--- config.mk ---
export PLATFORM = sky130hd
export DESIGN_NAME = updown_mod_counter
export DESIGN_NICKNAME = d
export VERILOG_FILES = /design/src/rtl/counter_pkg.sv /design/src/rtl/updown_prescaler.sv /design/src/rtl/updown_mod_counter.sv
export SDC_FILE = /design/constraint.sdc
export NUM_CORES = 1
export LEC_CHECK = 0
export ABC_AREA = 1
export BUFFER_PORTS_ARGS = -buffer_cell sky130_fd_sc_hd__buf_2
export CORE_AREA = 2 2 39 41
export DETAILED_ROUTE_END_ITERATION = 8
export DIE_AREA = 0 0 41 43
export PLACE_DENSITY = 0.56
export SYNTH_ARGS = -nofsm -noshare
export SYNTH_HDL_FRONTEND = slang
export SYNTH_SLANG_ARGS = --single-unit
--- constraint.sdc ---
create_clock -name clk -period 1.4 [get_ports clk]
set_input_delay 0.28 -clock clk [delete_from_list [all_inputs] [get_ports clk]]
set_output_delay 0.28 -clock clk [all_outputs]
set_load 0.01 [all_outputs]
--- src/rtl/counter_pkg.sv ---
// Shared constants and helpers for the up/down modulo counter.
package counter_pkg;

  localparam logic UP = 1'b1;
  localparam logic DN = 1'b0;

  // Bits needed to hold 0..value-1, never less than one bit.
  function automatic int unsigned clog2_min1(input int unsigned value);
    int unsigned w;
    w = 0;
    for (int i = 0; i < 32; i++) begin
      if ((64'(1) << i) < 64'(value)) w = i + 1;
    end
    if (w < 1) w = 1;
    return w;
  endfunction

endpackage

--- src/rtl/updown_prescaler.sv ---
// Enable-gated prescaler: emits one tick every PRESCALE enabled cycles.
module updown_prescaler
  import counter_pkg::*;
#(
  parameter int unsigned PRESCALE = 1
) (
  input  logic clk,
  input  logic reset_n,
  input  logic en,
  input  logic sync_rst,
  output logic tick
);

  localparam int unsigned PreW = clog2_min1(PRESCALE);
  localparam logic [PreW-1:0] PreMax = PreW'(PRESCALE - 1);

  logic [PreW-1:0] pre_q, pre_d;

  // Tick on the last enabled cycle of each prescale period; PRESCALE=1 gives tick = en.
  assign tick = en && (pre_q == PreMax);

  // Next prescaler value: sync reset wins, en=0 freezes progress.
  always_comb begin
    pre_d = pre_q;
    if (sync_rst) begin
      pre_d = '0;
    end else if (tick) begin
      pre_d = '0;
    end else if (en) begin
      pre_d = pre_q + PreW'(1);
    end
  end

  // Prescaler register.
  always_ff @(posedge clk or negedge reset_n) begin
    if (!reset_n) begin
      pre_q <= '0;
    end else begin
      pre_q <= pre_d;
    end
  end

endmodule

--- src/rtl/updown_mod_counter.sv ---
// Modulo-MODULUS up/down counter with prescaler, load/clear, terminal count and wrap pulse.
// Optional sticky overflow flag on port ovf_sticky when UDC_STICKY_OVF_EN is defined.
module updown_mod_counter
  import counter_pkg::*;
#(
  parameter int unsigned N        = 4,
  parameter int unsigned MODULUS  = 16,
  parameter int unsigned PRESCALE = 1,
  parameter int unsigned SATURATE = 0
) (
  input  logic         clk,
  input  logic         reset_n,
  input  logic         en,
  input  logic         up_dn,
  input  logic         load,
  input  logic [N-1:0] load_val,
  input  logic         clear,
  output logic [N-1:0] count,
  output logic         tc,
  output logic         wrap
`ifdef UDC_STICKY_OVF_EN
  ,
  output logic         ovf_sticky
`endif
);

  localparam logic [N-1:0] MaxVal = N'(MODULUS - 1);
  // Extra bit so MODULUS = 2**N is representable in the clamp compare.
  localparam logic [N:0]   ModExt = (N + 1)'(MODULUS);

  logic [N-1:0] count_q, count_d;
  logic         wrap_q, wrap_d;
  logic         tick;
  logic         at_end;

  updown_prescaler #(
    .PRESCALE(PRESCALE)
  ) u_prescaler (
    .clk     (clk),
    .reset_n (reset_n),
    .en      (en),
    .sync_rst(clear | load),
    .tick    (tick)
  );

  // Range end in the current direction; doubles as the terminal-count output.
  assign at_end = (up_dn == UP) ? (count_q == MaxVal) : (count_q == '0);
  assign tc     = at_end;
  assign count  = count_q;
  assign wrap   = wrap_q;

  // Next count and wrap: clear > load > step > hold.
  always_comb begin
    count_d = count_q;
    wrap_d  = 1'b0;
    if (clear) begin
      count_d = '0;
    end else if (load) begin
      count_d = ({1'b0, load_val} >= ModExt) ? MaxVal : load_val;
    end else if (tick) begin
      if (!at_end) begin
        count_d = (up_dn == UP) ? count_q + N'(1) : count_q - N'(1);
      end else if (SATURATE == 0) begin
        count_d = (up_dn == UP) ? '0 : MaxVal;
        wrap_d  = 1'b1;
      end
    end
  end

  // Count and wrap registers.
  always_ff @(posedge clk or negedge reset_n) begin
    if (!reset_n) begin
      count_q <= '0;
      wrap_q  <= 1'b0;
    end else begin
      count_q <= count_d;
      wrap_q  <= wrap_d;
    end
  end

`ifdef UDC_STICKY_OVF_EN
  logic ovf_q, ovf_d;

  // Any step taken at a range end (wrapping or held) sets the flag; only clear drops it.
  always_comb begin
    ovf_d = ovf_q;
    if (clear) begin
      ovf_d = 1'b0;
    end else if (!load && tick && at_end) begin
      ovf_d = 1'b1;
    end
  end

  // Sticky overflow register.
  always_ff @(posedge clk or negedge reset_n) begin
    if (!reset_n) begin
      ovf_q <= 1'b0;
    end else begin
      ovf_q <= ovf_d;
    end
  end

  assign ovf_sticky = ovf_q;
`endif

endmodule

---- After elaboration in Yosys (flattened, before gate mapping) ----
Cells that the tools add are included.
operators by class
  add/subtract/negate cells ............... 3
  eq/ne operators ......................... 1
  muxes and demuxes ....................... 14
  bitwise logic cells ..................... 2
  reduce and logical (&&, ||, !) cells .... 4
operators by type and width
  cell                   number
  $mux W4                6
  $mux W1                8
  $reduce_bool A3 Y1     2
  $add A4 B1 Y4 const B  1
  $eq A4 B4 Y1 const B   1
  $logic_not A4 Y1       1
  $sub A4 B1 Y4 const B  1
  $add A1 B1 Y1 const B  1
  $logic_and A1 B1 Y1    1
  $not A1 Y1             1
  $or A1 B1 Y1           1
storage, ports and cells
  flip-flop bits (word level) ............. 6
  input port bits ......................... 10
  output and inout port bits .............. 6
  logic and storage cells ................. 27

---- Logic depth before layout (Yosys ltp) ----
Gate-level depths: netlist of run 1.
  depth after elaboration ................. 6
  gate-level depth with buffers ........... 11
  mapped depth without buffers ............ 11

---- Modules after synthesis ----
Synthesis of run 1 repeated with hierarchy kept, for this count alone.
unflattened totals
  cells, all modules ...................... 60
  area, all modules ....................... 460.4 µm²
modules (own cells, without submodules)
  module              instances  cells each  area an instance (µm²)  sequential area each (µm²)
  updown_mod_counter  1          55          417.9                   125.1
  updown_prescaler    1          5           42.5                    25.0

---- Worst setup path after synthesis of run 1 ----
No wires, ideal clock.
  path kind ............................... register -> register
  start ................................... reg count_q[0], in the netlist count[0]
  end ..................................... reg count_q[2], in the netlist count[2]
  setup time .............................. 0.129 ns
  arrival ................................. 1.330 ns
  required time ........................... 1.271 ns
  slack ................................... -0.058 ns
  stages on the path, launching flop included .. 7
  path buffers ............................ 0
  clock period less this slack ............ 1.458 ns
  cell sequence ........................... dfrtp_1 -> inv_1 -> fa_1 -> xor2_1 -> nand2_1 -> a21oi_1 -> o22ai_1
on the way
  longest elaborated chain between the ends .. 6
  elaborated cells between the ends (all ways) .. 10
RTL lines
  item                                       RTL line                                            RTL
  start: declaration                         updown_mod_counter.sv:31                            logic [N-1:0] count_q, count_d;
  start signal: assignment                   updown_mod_counter.sv:76                            count_q <= count_d;
  $sub A4 B1 Y4 (tied with other cells)      updown_mod_counter.sv:62                            count_d = (up_dn == UP) ? count_q + N'(1) : count_q - N'(1);
  $mux W4 / $mux W1 (equally long branches)  updown_mod_counter.sv:62, updown_mod_counter.sv:47
  $mux W4 (*)                                updown_mod_counter.sv:61                            if (!at_end) begin
  $mux W4 (*)                                updown_mod_counter.sv:60                            end else if (tick) begin
  $mux W4 (*)                                updown_mod_counter.sv:58                            end else if (load) begin
  $mux W4 (*)                                updown_mod_counter.sv:56                            if (clear) begin
Every way passes the cells marked *; elsewhere a longest branch is shown, timed or not. The select of a mux whose other input is x is not followed.
A chain may end at the register's enable or synchronous reset.

---- Worst setup path after layout of run 1 ----
  start ................................... reg count_q[1], in the netlist count[1]
  end ..................................... out tc
on the way
  longest elaborated chain between the ends .. 2
  elaborated cells between the ends (all ways) .. 3
RTL lines
  item                                                     RTL line                  RTL
  $eq A4 B4 Y1 / $logic_not A4 Y1 (equally long branches)  updown_mod_counter.sv:47  assign at_end = (up_dn == UP) ? (count_q == MaxVal) : (count_q == '0);
  $mux W1 (*)                                              updown_mod_counter.sv:47
  end: declaration                                         updown_mod_counter.sv:19  output logic tc,
Every way passes the cells marked *; elsewhere a longest branch is shown, timed or not.

==> summary.txt, run 1 <==
Pwr
  – Sw Share: 0.346
  – Comb pwr share: 0.450
  – Clock power frac: 0.254
  – Leak: slightly below 0.4 nW
  – Reg power frac: 0.296
  – Total power: ~700 uW
  – NetSw: 241 uW
  – PwrDens: between 900 and 1000 mW/mm^2
  – Pint: between 400 and 500 uW
  – Worst vdd rail ir drop: approximately 0.62 mV

Worst setup path
  – Crit end category: output port
  – Worst Path Required: 1120 ps
  – Slowest stage delay, CP: ~400 ps
  – Crit path cell chain: inv_2 -> buf_6 -> nand4_4 -> nand2_1 -> buf_2
  – R2R setup slack: ~10 ps
  – Setup crit end: tc
  – Worst r2r src: count[2]$_DFFE_PN0P_
  – WP data arrival: approximately 1100 ps
  – Critical path class: reg2out
  – Critical Path Source: count[1]$_DFFE_PN0P_
  – Critical Path Start Type: flip-flop
  – R2R cell count: 8
  – Slowest stage cell, crit path: dfrtp_1
  – Crit-path max FO: 2
  – RR Endpoint: count[3]$_DFFE_PN0P_

GRT
  – GR Overflow Total: 0
  – Vias in the first global route: 456
  – First-pass GRT wire length: around 1900 microns
  – Gr usage total: 0.168
  – Largest net degree at the start of global routing: 7
  – Antenna violations before repair: 0

Logic synthesis
  – Mapped Nets: slightly above 70
  – Sequential element share of the synthesized area: 0.342
  – Synthesis Warnings: 0
  – Netlist cell types: 18
  – Synthesized area: between 400 and 500 sq um
  – Seq cells post-synth: 6
  – Synth top area share: 0.342
  – Leading area contributor after synthesis: dfrtp_1
  – Synth area leaders: dfrtp_1 (34%), nand2_1 (13%), inv_1 (8.5%), ha_1 (5.7%), nand4_2 (5.7%)
  – Most frequent cell after synthesis: nand2_1
  – Post-synth EDFFs: 0
  – Mapped Cells: 59
  – Synth Flop Type: dfrtp_1
  – Synth Area per Inst: roughly 7.4 sq um
  – Async S/R FF share, synth: 1.00
  – Synth top cells by count: nand2_1 (15), inv_1 (10), dfrtp_1 (6), nor2_1 (6)

Finish
  – Post-layout net count: 106
  – Filler Cells Inserted: 130
  – Area Growth Syn to Fin: 74.1%
  – Proportion of layout cells with a drive suffix above 1: 0.543
  – Cell area after layout: roughly 760 sq um
  – Sequential Area: ~150 sq um
  – Antenna Cells: 0
  – Area of the multi-input gates: ~320 sq um

Drt
  – TritonRoute pass-1 iters: 3
  – Drt first-iter violations: 11
  – Post-route ant nets: 0
  – Vias/cell: about 4.8
  – Post-Route WL: about 1300 microns
  – DR DRC count: 0
  – Vias post-DR: ~510
  – WL/cell: ~12 microns

Min path
  – Hold crit path type: in2reg
  – Hold_sp: en

Floorplanning
  – Die Ht: 43 microns
  – FP Rows: 14
  – Die area: between 0.0015 and 0.002 sq mm
  – Die Wd: ~41 microns
  – I/O pins: 16
  – Core Area: around 0.0014 sq mm
  – Initial core utilization: 0.317

STA
  – Max Clk Rate: around 700 MHz
  – Fin crit period: 1410 ps
  – Final Max Tran Viols: 0
  – Fin Setup TNS: -6.04 ps
  – Hold WS: between 200 and 250 ps
  – Post-layout worst setup margin: -6.04 ps
  – Least-Margin Pin Slew: 187 ps
  – Tcrit/Tclk final: 1.00
  – Hold Vio Cnt, Final: 0
  – Final setup viols: 1
  – Setup Skew: 8.54 ps
  – RSZ-0062 raised after global routing: true
  – Rel. slew slack: 0.874

Clocking
  – H-tree Lvls: 1
  – Clock Path Buffers: 2
  – Clock latency on the worst-skew pair: 250 ps
  – Clk sink count: 6
  – CTS tree: yes
  – Worst-path clk slew: ~50 ps
  – CTS Root Cell: clkbuf_4
  – Num CTS Buffers: 3

Status
  – Failing checks: negative setup slack
  – Status: finished with violations

Job
  – Max-cap violations: 0

Placed design
  – Pre-CTS WS: -101 ps
  – Cell Area, Placed: a little under 600 sq um
  – GPL Wtd Cong: roughly 0.79
  – Dpl hpwl: 825 microns
  – Port Buf Inserts: 15
==> worst min path at each step <==
stage	to	slack [ps]	depth (start not counted)
3_3_place_gp	wrap$_DFF_PN0_	110	1
4_1_cts	u_prescaler.pre_q$_DFFE_PN0P_	200	2
2_1_floorplan	count[0]$_DFFE_PN0P_	-20	0
6_report	u_prescaler.pre_q$_DFFE_PN0P_	210	2
5_1_grt	u_prescaler.pre_q$_DFFE_PN0P_	200	2
3_5_place_dp	wrap$_DFF_PN0_	110	1
==> registers in the layout, indices dropped and copies added, names as in the netlist <==
name and cells:
wrap 1, count 4, u_prescaler.pre_q 1
==> metal layers <==
layer,share of wire,GRT usage,wire [microns],up-vias
li1,-,-,-,257
met1,0.41,0.187,519,242
met2,0.55,0.284,701,14
met3,0.039,0.0785,49,0
met4,0,0.0200,0,0
met5,0,0,0,-
==> per-stage QoR <==
stage,instances,utilization
after global routing,108,0.552
after global placement,96,0.420
after detailed placement,96,0.420
after CTS,107,0.516
after floorplan,59,-
final,108,0.552
==> kinds of logic (layout without fill, tap and decap cells) <==
logic type      Yosys count  after routing  synth area share
simple gates             29             29             0.313
buf+inv                  10             43            0.0855
compound gates            9              9             0.117
flops                     6              6             0.342
fa+ha+maj                 3              3             0.103
xor+xnor                  2              2            0.0399
==> area by class of cell <==
type | count | share of cell area
clock buffer | 4 | 0.0344
inverter | 10 | 0.0524
multi-input combinational | 43 | 0.416
sequential | 6 | 0.200
tap | 16 | 0.0262
timing repair buffer | 29 | 0.272
==> cells in the final DEF (no fill, tap or decap) <==
cell type      count
xnor2_1            1
a21oi_1            1
inv_2              3
dfrtp_1            4
nand2_2            5
inv_4              1
nand2_1           11
buf_6              6
clkbuf_4           3
inv_1              6
dfrtp_2            2
nor3_1             1
nand4_4            2
nor2_4             1
xor2_1             1
a21oi_2            1
fa_2               1
dlygate4sd3_1      1
o21ai_0            3
buf_4              8
or2_1              1
buf_2             14
o22ai_1            3
nand3_1            2
clkbuf_1           1
ha_4               2
a211oi_1           1
nor2_2             1
nor2_1             5
==> power by group through the flow <==
stage,Sequential (mW),Clock [mW],Combinational [mW]
after floorplan,0.215,0,0.111
after global placement,0.207,0,0.208
after detailed placement,0.207,0,0.209
after CTS,0.204,0.184,0.281
after global routing,0.208,0.203,0.345
final,0.207,0.177,0.314
==> worst max-delay path: cells and delay by family (launching register included) <==
family / cells / cell delay, ps
AND/OR/NAND/NOR: 2 / 160
buffers and inverters: 3 / 320
flip-flops: 1 / 400
==> what timing repair did <==
item,4_1_cts,5_1_grt
endpoints found under the setup margin,2,4
resized for setup,12,10
hold endpoints to repair,6,0
buffers inserted,6,1
cloned,0,0
pin swaps,9,8
hold buffers,1,0
No activity file was read; power rests on OpenSTA's default activity.
==> run 2, diff against run 1 <==
--- a/config.mk
+++ b/config.mk
@@ -8,6 +8,7 @@
 export ABC_AREA = 1
 export BUFFER_PORTS_ARGS = -buffer_cell sky130_fd_sc_hd__buf_2
 export CORE_AREA = 2 2 39 41
+export CTS_BUF_LIST = sky130_fd_sc_hd__clkbuf_2 sky130_fd_sc_hd__clkbuf_4 sky130_fd_sc_hd__clkbuf_8
 export DETAILED_ROUTE_END_ITERATION = 8
 export DIE_AREA = 0 0 41 43
 export PLACE_DENSITY = 0.56
==> run 2 against run 1 <==
  * The flow still finishes with violations (negative setup slack)
  * Non-clock buffer count unchanged
  * Via count fell by 0.19%
  * Critical path depth unchanged
  * Clock skew about the same
  * Count of clock-buffer cells in the layout unchanged
  * Critical path type unchanged
  * Critical endpoint unchanged
==> summary.txt, run 2 (same netlist as run 1, synthesis figures left out) <==
GRT
  – Gr usage total: 0.168
  – Vias in the first global route: 456
  – GR Overflow Total: 0
  – Antenna violations before repair: 0
  – First-pass GRT wire length: ~1900 microns
  – Largest net degree at the start of global routing: 7

Job
  – Max-cap violations: 0

Pwr
  – Clock power frac: 0.275
  – PwrDens: 934 mW/mm^2
  – NetSw: around 240 uW
  – Comb pwr share: 0.437
  – Sw Share: 0.337
  – Leak: slightly below 0.4 nW
  – Reg power frac: 0.288
  – Pint: roughly 480 uW
  – Worst vdd rail ir drop: approximately 0.7 mV

Worst setup path
  – Crit path cell chain: inv_2 -> buf_6 -> nand4_4 -> nand2_1 -> buf_2
  – Critical Path Source: count[1]$_DFFE_PN0P_
  – Critical Path Start Type: flip-flop
  – Crit end category: output port
  – Slowest stage cell, crit path: dfrtp_1
  – Worst Path Required: between 1000 and 1500 ps
  – WP data arrival: between 1000 and 1500 ps
  – Crit-path max FO: 2
  – Worst r2r src: count[2]$_DFFE_PN0P_
  – Critical path class: reg2out
  – Slowest stage delay, CP: about 400 ps

Min path
  – Hold crit path type: in2reg
  – Hold_sp: en

Drt
  – Post-route ant nets: 0
  – Vias post-DR: approximately 510
  – TritonRoute pass-1 iters: 4
  – DR DRC count: 0
  – Post-Route WL: approximately 1300 microns
  – Vias/cell: about 4.7
  – WL/cell: 11.8 microns
  – Drt first-iter violations: 11

Finish
  – Final Core Density: 0.555
  – Proportion of layout cells with a drive suffix above 1: 0.554
  – Commonest cells after routing, fill and taps aside: buf_2 (14), nand2_1 (11), buf_4 (8)
  – Area Growth Syn to Fin: 74.9%
  – Cell area after layout: between 700 and 800 sq um
  – Max FFs per register: 4
  – Antenna Cells: 0
  – Post-layout net count: between 100 and 150
  – Most common cell after layout, fill and taps aside: buf_2

Placed design
  – Port Buf Inserts: 15
  – GPL Wtd Cong: between 0.7 and 0.8
  – Cell Area, Placed: between 500 and 600 sq um
  – Dpl hpwl: about 830 microns

Floorplanning
  – Initial core utilization: 0.317
  – Die area: between 0.0015 and 0.002 sq mm
  – Die Ht: around 43 microns
  – Die Wd: 41 microns
  – Core Area: 0.00138 sq mm
  – I/O pins: 16
  – FP Rows: 14

STA
  – Hold WS: roughly 200 ps
  – Rel. slew slack: 0.874
  – Fin crit period: 1410 ps
  – Least-Margin Pin Slew: 187 ps
  – Final Max Tran Viols: 0
  – Hold Vio Cnt, Final: 0
  – Fin Setup TNS: -6.86 ps
  – Final setup viols: 1
  – Post-layout worst setup margin: -6.86 ps
  – Max Clk Rate: roughly 710 MHz
  – RSZ-0062 raised after global routing: true
  – Setup Skew: a little over 8 ps
  – Tcrit/Tclk final: 1.00

Clocking
  – Clk sink count: 6
  – Clock Path Buffers: 2
  – H-tree Lvls: 1
  – Worst-path clk slew: 50 ps
  – CTS Root Cell: clkbuf_4
  – CTS tree: yes
  – Clock latency on the worst-skew pair: between 200 and 300 ps
  – Num CTS Buffers: 3

Status
  – Status: finished with violations
  – Failing checks: negative setup slack
[run 2: changes by cell type in the layout (fill, tap and decap cells not counted)]
cell,change
clkbuf_1,-1
clkbuf_4,+1
[run 2: final cells by class]
| cell class | instances | area (sq um) |
|---|---|---|
| clock buffers | 4 | 30.0 |
| fillers | 128 | 616 |
| inverters | 10 | 40.0 |
| multi-input cells | 43 | 318 |
| flip-flops and latches | 6 | 153 |
| well taps | 16 | 20.0 |
| repair buffers | 29 | 208 |
[run 2: worst paths after layout]
check / depth (start not counted) / slack [ps] / to
max: 5 / -7 / tc
min: 2 / 200 / u_prescaler.pre_q$_DFFE_PN0P_
max reg2reg: 8 / 10 / count[3]$_DFFE_PN0P_
min reg2reg: 2 / 510 / u_prescaler.pre_q$_DFFE_PN0P_
max in group asynchronous: 2 / 850 / count[3]$_DFFE_PN0P_
min in group asynchronous: 2 / 390 / count[1]$_DFFE_PN0P_
[run 2: layer usage]
layer / vias up / global-route usage / part of all wire
li1: 256 / - / -
met1: 241 / 0.187 / 0.40
met2: 15 / 0.284 / 0.55
met3: 0 / 0.0785 / 0.050
met4: 0 / 0.0200 / 0
met5: - / 0 / 0
[run 2: per-stage QoR]
stage | total power, mW | setup slack [ps] | cells
after global routing | 0.777 | -76.4 | 108
final | 0.717 | -6.86 | 108
after detailed placement | 0.417 | -101 | 96
after floorplan | 0.327 | 18.1 | 59
after CTS | 0.688 | -11.7 | 107
after global placement | 0.415 | -113 | 96
[run 2: what timing repair did]
action                                  CTS  global route
endpoints found under the setup margin    2             4
gates resized for setup                  12            10
pin swaps                                 9             8
endpoints found under the hold margin     6             0
buffers inserted                          6             1
hold buffers                              1             0
[run 2: power by group through the flow]
stage / logic [mW] / registers [mW] / clock network, mW
after global placement: 0.208 / 0.207 / 0
after floorplan: 0.111 / 0.215 / 0
after global routing: 0.345 / 0.208 / 0.224
final: 0.313 / 0.207 / 0.197
after CTS: 0.281 / 0.204 / 0.203
after detailed placement: 0.209 / 0.207 / 0
[run 2: worst max-delay path: cells and delay by family, from the launching register on]
kind	cells	cell delay, ps
AND/OR/NAND/NOR	2	160
buffers and inverters	3	320
flip-flops	1	400
